**src/rtl/display_scan.sv**
```systemverilog
// display_scan -- time-multiplexed driver for a 4-digit, 7-segment display.
//
// Each digit owns a slot of DIV cycles. A slot opens with BLANK dark cycles
// (so the external registered 4:1 mux has settled onto the new sel), then the
// mux output q_in is captured once, decoded and shown for the rest of the slot.
//
// Parameters
//   DIV    clock cycles per digit slot (4..65535)
//   BLANK  dark cycles at the start of every slot (2..DIV-2)
// Ports
//   clk    system clock, rising edge
//   rst    asynchronous, active-high reset
//   en     scan enable; 0 turns the display dark and freezes the scan
//   q_in   registered mux code: [3:0] hex digit, [4] decimal-point request
//   sel    digit select to the mux (registered)
//   an     anode enables, active-low, one-hot-low while lit (registered)
//   seg    segments {g,f,e,d,c,b,a}, active-low (registered)
//   dp     decimal point, active-low (registered)
//   tick   one-cycle pulse in the cycle whose closing edge advances sel
module display_scan #(
  parameter int DIV   = 50000,
  parameter int BLANK = 2
) (
  input  logic       clk,
  input  logic       rst,
  input  logic       en,
  input  logic [4:0] q_in,
  output logic [1:0] sel,
  output logic [3:0] an,
  output logic [6:0] seg,
  output logic       dp,
  output logic       tick
);

  // Binary encoding; 2'b11 is unused and falls back to S_IDLE.
  typedef enum logic [1:0] {
    S_IDLE  = 2'b00,
    S_BLANK = 2'b01,
    S_SHOW  = 2'b10
  } state_t;

  localparam logic [15:0] PC_LAST       = 16'(DIV - 1);
  localparam logic [15:0] PC_BLANK_LAST = 16'(BLANK - 1);

  state_t      state, state_n;
  logic [15:0] pcnt,  pcnt_n;
  logic [1:0]  sel_n;
  logic [3:0]  an_n;
  logic [6:0]  seg_n;
  logic        dp_n;

  function automatic logic [6:0] seg_decode(input logic [3:0] d);
    logic [6:0] s;
    case (d)
      4'h0: s = 7'b1000000;
      4'h1: s = 7'b1111001;
      4'h2: s = 7'b0100100;
      4'h3: s = 7'b0110000;
      4'h4: s = 7'b0011001;
      4'h5: s = 7'b0010010;
      4'h6: s = 7'b0000010;
      4'h7: s = 7'b1111000;
      4'h8: s = 7'b0000000;
      4'h9: s = 7'b0010000;
      4'hA: s = 7'b0001000;
      4'hB: s = 7'b0000011;
      4'hC: s = 7'b1000110;
      4'hD: s = 7'b0100001;
      4'hE: s = 7'b0000110;
      default: s = 7'b0001110;
    endcase
    return s;
  endfunction

  // Combinational so it is high during the last cycle of the slot, i.e. the
  // cycle whose closing edge advances sel. Gating with en suppresses it when
  // the scan is being frozen on that same edge.
  assign tick = en && (state == S_SHOW) && (pcnt == PC_LAST);

  always_comb begin
    state_n = state;
    pcnt_n  = pcnt;
    sel_n   = sel;
    an_n    = an;
    seg_n   = seg;
    dp_n    = dp;
    if (!en) begin
      // Freeze pcnt/sel where they are; go dark.
      state_n = S_IDLE;
      an_n    = 4'hF;
      seg_n   = 7'h7F;
      dp_n    = 1'b1;
    end else begin
      case (state)
        S_IDLE: begin
          state_n = S_BLANK;
          pcnt_n  = '0;
          an_n    = 4'hF;
        end
        S_BLANK: begin
          an_n   = 4'hF;
          pcnt_n = pcnt + 16'd1;
          if (pcnt == PC_BLANK_LAST) begin
            // Only sampling point of q_in in the whole slot.
            state_n = S_SHOW;
            seg_n   = seg_decode(q_in[3:0]);
            dp_n    = ~q_in[4];
            an_n    = ~(4'b0001 << sel);
          end
        end
        S_SHOW: begin
          if (pcnt == PC_LAST) begin
            // an goes dark on the same edge sel moves, so a digit is never
            // lit with the wrong select.
            state_n = S_BLANK;
            pcnt_n  = '0;
            sel_n   = sel + 2'd1;
            an_n    = 4'hF;
          end else begin
            pcnt_n = pcnt + 16'd1;
          end
        end
        default: begin
          state_n = S_IDLE;
          an_n    = 4'hF;
          seg_n   = 7'h7F;
          dp_n    = 1'b1;
        end
      endcase
    end
  end

  always_ff @(posedge clk or posedge rst) begin
    if (rst) begin
      state <= S_IDLE;
      pcnt  <= '0;
      sel   <= 2'b00;
      an    <= 4'hF;
      seg   <= 7'h7F;
      dp    <= 1'b1;
    end else begin
      state <= state_n;
      pcnt  <= pcnt_n;
      sel   <= sel_n;
      an    <= an_n;
      seg   <= seg_n;
      dp    <= dp_n;
    end
  end

endmodule

```
**config.mk**
```make
export PLATFORM = sky130hd
export DESIGN_NAME = display_scan
export DESIGN_NICKNAME = d
export VERILOG_FILES = /design/src/rtl/display_scan.sv
export SDC_FILE = /design/constraint.sdc
export NUM_CORES = 1
export LEC_CHECK = 0
export ABC_AREA = 0
export CAP_MARGIN = 20
export CORE_MARGIN = 5
export CORE_UTILIZATION = 45
export DETAILED_ROUTE_END_ITERATION = 16
export PLACE_DENSITY = 0.76
export SYNTH_ARGS = -nofsm -noshare
export SYNTH_HDL_FRONTEND = slang
export SYNTH_SLANG_ARGS = --single-unit
```
**constraint.sdc**
```tcl
create_clock -name clk -period 3.9 [get_ports clk]
set_clock_uncertainty 0.2 [all_clocks]
set_input_delay 0.39 -clock clk [delete_from_list [all_inputs] [get_ports clk]]
set_output_delay 0.39 -clock clk [all_outputs]
set_load 0.05 [all_outputs]
```
==> Word-level counts from Yosys, hierarchy flattened <==
Memory sizes are Yosys's and may differ from the RTL's.
Index checks and enable logic that the tools add are counted.
{ "word_totals": {"reg_bits": 32, "rom_bits": 112, "in_bits": 8, "out_inout_bits": 15, "word_cells": 44, "memories": 1} }
{ "memory_table": {"columns": ["name", "depth", "width", "read_ports", "rd_ports_with_merged_regs", "write_ports", "line", "rtl"], "rows": [
  ["(no name shown)", 16, 7, 1, 0, 0, "54", "case (d)"]
]} }
{ "classes": {"n_addsub": 2, "n_eq_ne": 7, "shifts": 1, "muxes": 16, "bitwise_logic": 2, "n_reduce_logical": 9} }
{ "op_table": {"columns": ["op", "n"], "rows": [
  ["$pmux W16 S3", 1],
  ["$add A16 B1 Y16 const B", 1],
  ["$eq A16 B1 Y1 const B", 1],
  ["$eq A16 B16 Y1 const B", 1],
  ["$mux W16", 1],
  ["$mux W7", 2],
  ["$pmux W7 S2", 1],
  ["$mux W4", 3],
  ["$pmux W4 S2", 1],
  ["$mux W2", 3],
  ["$pmux W2 S3", 1],
  ["$reduce_and A2 Y1", 3],
  ["$not A4 Y4", 1],
  ["$shl A1 B2 Y4 const A", 1],
  ["$ne A3 B2 Y1 const B", 1],
  ["$ne A3 B3 Y1 const B", 1],
  ["$reduce_and A3 Y1", 1],
  ["$reduce_bool A3 Y1", 1],
  ["$add A2 B1 Y2 const B", 1],
  ["$eq A2 B1 Y1 const B", 1],
  ["$eq A2 B2 Y1 const B", 1],
  ["$logic_and A1 B1 Y1", 2],
  ["$logic_not A2 Y1", 1],
  ["$mux W1", 2],
  ["4 further kinds", 4]
]} }

==> Depth between registers and ports, before layout <==
Gate-level depths: netlist of the first run.
{ "depth": {"ltp_word": 5, "depth_mapped": 7, "ltp_nobuf": 6} }

==> Least setup slack after synthesis of the first run <==
Ideal clock, no wire load.
{ "synth_path": {"kind": "reg-to-reg", "start": "register pcnt[5]", "end": "register sel[1]", "arrival_ns": 2.170, "t_required_ns": 3.573, "slack_ns": 1.402, "path_stages_with_launch": 5, "n_path_buf": 0, "path_cell_list": "dfrtp_1 nor4_2 nand4_1 nor2_1 mux2_1"} }
{ "synth_between": {"elab_chain_len": 2} }
{ "synth_rtl": {"columns": ["element", "line", "rtl"], "rows": [
  ["start: declaration", "46", "logic [15:0] pcnt, pcnt_n;"],
  ["start signal: assignment", "143", "pcnt <= pcnt_n;"],
  ["$eq A16 B16 Y1", "112", "if (pcnt == PC_LAST) begin"],
  ["$reduce_and A3 Y1 (no source line)", null, null],
  ["end signal: assignment", "144", "sel <= sel_n;"],
  ["end: declaration", "28", "output logic [1:0] sel,"]
]} }
Every way passes these cells.
A chain may end at the register's enable or synchronous reset.

==> Worst setup path in the final report of the first run <==
{ "layout_path": {"start": "register pcnt[5]", "end": "output port tick"} }
{ "layout_between": {"elab_chain_len": 2} }
{ "layout_rtl": {"columns": ["element", "line", "rtl"], "rows": [
  ["$eq A16 B16 Y1", "78", "assign tick = en && (state == S_SHOW) && (pcnt == PC_LAST);"],
  ["$logic_and A1 B1 Y1", "78", null],
  ["end: declaration", "32", "output logic tick"]
]} }
Every way passes these cells.

==> results.ini, run 1 <==
[clocking]
postCtsResizedCells=0
ctsLongestPathBuffers=2
cts.sinks=32
root_buffer=clkbuf_8
hold_buffers=0
clk_pin_slew_ns=0.07
htree_num_levels=2
cts_tree=done
cts_setup_buffers=0
cts_buffers=5
clk_latency_ns=0.29

[timing]
worst_pin_slew_ns=0.966
maxSlewHeadroom_pct=35.5
min_period_ns=3.14
finalSetupTns_ns=0
hold_violations=0
rsz0062_at_grt=no
period_share_pct=80.4
max_freq_mhz=319
drv_slew=0
setup_violations=0

[run]
cap_violations=0

[route]
drtIter0Drc=87
ant_nets=0
wirelength_um=3930
wl_per_cell_um=14.6
dr.pass1.iters=4
drc=0
via_per_inst=5.60
via_count=1512

[power]
irDropWorstVdd_mv=0.433
power_leakage_uw=0.000936
pwr_density_cell_mw_per_mm2=506

[logic_synthesis]
synth_seq_cells=32
netlist_area_sq_mm=0.00193
seq_area_frac_synth_pct=42.2
ys_top_cells_by_area=dfrtp_1 26%, dfstp_2 16%, ha_1 10%, mux2_2 4.1%, xnor2_1 3.6%
yosysTopAreaCellShare_pct=25.9
yosysWarnings=0
syn_inst=191
synth.avg_cell_area_sq_um=10.1
syn_nets=215
synth.largest_area_cell=dfrtp_1
yosysUniqueCellTypes=43

[hold_path]
min_path_type=reg2reg

[die]
die-area_sq_mm=0.00570
io_pins=23
core_sq_mm=0.00409
rows=23
initial_core_util_pct=47.3
die_height_um=75.5
die_w_um=75.5

[finish]
nNetsFinal=243
fillers=350
final_cells=270
drive_above_1_share_pct=15.9
diodes=0
area_growth_syn_to_layout_pct=21.5

[grt]
grt-ovfl-total=0
grt_pass1_wl_um=7010
grt_max_degree=26
antenna_found_initial=0
groute.usage.overall_pct=16.2
grt_pass1_vias=1537

[worst_setup_path]
cp_max_fo=5
critical_path_arrival_ns=2.55
r2r_setup_slack_ns=1.56
crit_type=reg2out
cp.required_ns=3.31
cp-end-kind=output port
start_kind=flop

[place]
portBuffers=22
dpl.hpwl_um=2990
dpl.cell_count=262
gp_congestion=0.880

[run_status]
status=completed

[worst paths after layout]
check / from / to / cells past startpoint
min in group asynchronous: rst / pcnt[10] / 2
setup / recovery: pcnt[5] / tick / 4
max in group asynchronous: rst / seg[0] / 3
setup reg to reg: state[0] / pcnt[13] / 5
hold reg to reg: an[3] / an[3] / 1
hold / removal: an[3] / an[3] / 1
[metrics by stage]
step	area [sq um]	util [%]	setup slack [ns]	hold slack, ns	power, uW
4_1_cts	2350	57.4	0.747	0.309	1200
3_3_place_gp	2220	54.3	1.06	0.292	844
3_5_place_dp	2220	54.3	1.07	0.295	850
2_1_floorplan	1930	-	1.40	0.297	725
6_report	2350	57.4	0.764	0.308	1190
5_1_grt	2350	57.4	0.595	0.320	1260
[report_power, final]
group          total, uW  switching, uW  internal, uW
clock                348            123           225
combinational        412            254           158
sequential           427           34.2           393
[area by class of cell]
class | instances | area, sq um | share of cell area [%]
Multi-Input combinational cell | 140 | 1040 | 44.5
Sequential cell | 32 | 816 | 34.8
Timing Repair Buffer | 25 | 243 | 10.3
Clock buffer | 7 | 96.3 | 4.10
Tap cell | 50 | 62.6 | 2.67
Inverter | 15 | 56.3 | 2.40
Clock inverter | 1 | 30.0 | 1.28
[cells by family (layout without fill, tap and decap cells)]
family / after synthesis / in the layout / synth area share, %
muxes: 13 / 13 / 7.97
and+or+nand+nor: 65 / 65 / 19.0
AOI/OAI and AO/OA: 37 / 37 / 12.6
buffers and inverters: 19 / 48 / 3.76
adders and majority gates: 16 / 16 / 10.4
DFF: 32 / 32 / 42.2
xor gates and xnor gates: 9 / 9 / 4.08
[critical path, stage by stage, from the launching register on]
cell             delay, ns
dfrtp_1               0.44
nor4_2                0.42
nand4_1               0.26
nor2_1                0.28
clkdlybuf4s50_1       0.85
[placed cells by master, fill, tap and decap left out, types with 8 or more instances in the layout]
cell,netlist,layout
dfrtp_1,20,20
ha_1,16,16
o21ai_0,11,11
inv_1,15,15
nand2_1,11,11
dfstp_2,12,12
nor2_1,11,11
clkdlybuf4s50_1,0,22
xnor2_1,8,8
[routing by layer]
metal  wire length, um  track usage, %  up-vias
li1                  -               -      755
met1              1770            20.6      718
met2              1940            25.5       35
met3               179            5.94        4
met4                51            6.02        0
met5                 0               0        -
[flip-flops by register name, indices dropped and copies added, names as in the netlist]
register and cells:
dp 1, seg 7, pcnt 16, state 2
an 4, sel 2
[cell usage after synthesis]
cell type,number
mux4_2,1
a31oi_1,2
buf_2,1
xnor2_1,8
o211ai_1,3
clkbuf_1,3
nor4b_1,1
nand3_2,1
or4_4,1
mux2_1,2
o21bai_1,1
and2_1,3
nand2_1,11
ha_1,16
a2bb2oi_1,4
o21a_1,1
nor2_2,1
nor4_1,3
nand2b_1,4
nand4b_1,1
o21ai_0,11
a41oi_1,2
nand4_1,4
nor2b_1,3
o311ai_0,2
o32a_1,1
o31ai_1,2
dfrtp_1,20
mux2i_1,3
or4_1,2
nor3_1,5
nor2_1,11
nand3_1,6
or3_1,4
nand3b_1,1
nor4_2,1
dfstp_2,12
a311oi_1,1
and4_1,2
a21oi_1,7
mux2_2,7
inv_1,15
xor2_1,1
(Power assumes the default switching activity.)
==> run 2: changes to the inputs <==
- PLACE_DENSITY: 0.76 -> 0.78
- clock period: 3.9 -> 2.6 ns (I/O delays scaled with it)
==> run 2 against run 1 <==
Net effect:
- combinational power is 51% higher
- die area unchanged
- critical path depth stayed put
- count of clock-buffer cells in the layout is the same
- non-clock buffer count grew 4
- routed wire length shrank 0.94%
- first-iteration DRC count up 39%
- highest routed layer unchanged
- cell area rose by 1.8%
- core utilization rose by 1.0 points
==> results.ini, run 2 (synthesis results as in run 1) <==
[run_status]
status=completed

[die]
core_sq_mm=0.00409
die-area_sq_mm=0.00570
initial_core_util_pct=47.3
rows=23
die_w_um=75.5
io_pins=23
die_height_um=75.5

[grt]
antenna_found_initial=0
grt_pass1_wl_um=6980
groute.usage.overall_pct=15.9
grt_pass1_vias=1511
grt-ovfl-total=0
grt_max_degree=33

[power]
p_seq_share_pct=35.9
p_int_uw=1170
p_clk_share_pct=29.2
power_leakage_uw=0.000960
p_sw_uw=615
irDropWorstVdd_mv=0.712
pwr_density_cell_mw_per_mm2=746
p_sw_share_pct=34.5
combPwrFrac_pct=34.9

[run]
cap_violations=0

[timing]
worst_pin_slew_ns=0.504
fin_worst_hold_slack_ns=0.150
finalSetupTns_ns=0
drv_slew=0
max_freq_mhz=410
period_share_pct=93.8
min_period_ns=2.44
rsz0062_at_grt=no
maxSlewHeadroom_pct=66.3
hold_violations=0
setup_violations=0

[place]
dpl.hpwl_um=2880
gp_congestion=0.944
portBuffers=22

[finish]
final_cell_mix=21 x clkdlybuf4s50_1, 20 x dfrtp_1, 16 x ha_1
largest_reg_flops=16
drive_above_1_share_pct=18.3
top_regs=pcnt (16), seg (7), an (4)
layout_commonest_cell=clkdlybuf4s50_1
diodes=0
area_growth_syn_to_layout_pct=23.7
nNetsFinal=247
top_register=pcnt

[clocking]
root_buffer=clkbuf_8
hold_buffers=0
postCtsResizedCells=0
clk_latency_ns=0.29
cts_setup_buffers=0
cts_tree=done
cts_buffers=5
clk_pin_slew_ns=0.07
htree_num_levels=2
ctsLongestPathBuffers=2
cts.sinks=32

[route]
via_count=1501
drtIter0Drc=121
ant_nets=0
via_per_inst=5.48
dr.pass1.iters=4
wl_per_cell_um=14.2
wirelength_um=3900
drc=0

[worst_setup_path]
crit_type=reg2out
cp.required_ns=2.14
critical_path_arrival_ns=1.98
cp_max_fo=5
cp-end-kind=output port
start_kind=flop

[hold_path]
min_path_type=in2async

## run 2: cell count changes in the layout (fill, tap and decap cells not counted), sizes merged
cell	before	now
buf	3	8
clkdlybuf4s50	22	21
## run 2: metrics by stage
step | setup WS, ns | utilization (%) | total power (uW) | area, sq um | std cells
final | 0.161 | 58.5 | 1780 | 2390 | 274
after global routing | 0.0534 | 58.5 | 1890 | 2390 | 274
after CTS | 0.0693 | 58.4 | 1800 | 2390 | 274
after detailed placement | 0.175 | 55.3 | 1270 | 2260 | 266
after global placement | 0.223 | 55.3 | 1270 | 2260 | 266
after floorplan | 0.102 | - | 1090 | 1930 | 191
## run 2: final cells by class
| cell class | instances | area [sq um] |
|---|---|---|
| multi-input cells | 140 | 1050 |
| well taps | 50 | 62.6 |
| inverters | 15 | 56.3 |
| repair buffers | 29 | 283 |
| flip-flops and latches | 32 | 816 |
| clock buffers | 7 | 96.3 |
| fillers | 344 | 1700 |
| clock inverters | 1 | 30.0 |
## run 2: worst paths after layout
check                              start  endpoint  slack (ns)  depth (start not counted)
worst max-delay path             pcnt[5]      tick        0.16                          4
worst min-delay path                 rst  pcnt[11]        0.15                          3
worst max register to register  state[0]  pcnt[13]        0.29                          5
worst min register to register     an[2]     an[2]        0.30                          1
max in group asynchronous            rst     an[1]        1.72                          3
min in group clk                   an[2]     an[2]        0.30                          1
## run 2: worst max-delay path, stage by stage, from the launching register on
cell,delay (ns)
dfrtp_1,0.45
nor4_2,0.45
nand4_1,0.29
nor2_2,0.32
buf_12,0.18
## run 2: power groups by stage
stage | clock network, uW | logic, uW | registers (uW)
4_1_cts | 531 | 630 | 641
6_report | 521 | 623 | 640
3_5_place_dp | 0 | 626 | 648
2_1_floorplan | 0 | 298 | 789
3_3_place_gp | 0 | 620 | 646
5_1_grt | 553 | 680 | 653
## run 2: metal layers
layer | global-route usage (%) | part of all wire [%] | routed length [um] | vias to the layer above
met1 | 20.9 | 47 | 1840 | 713
met5 | 0 | 0 | 0 | -
met2 | 25.1 | 48 | 1860 | 30
met3 | 5.01 | 3.8 | 149 | 6
met4 | 4.66 | 1.2 | 46 | 0
li1 | - | - | - | 752
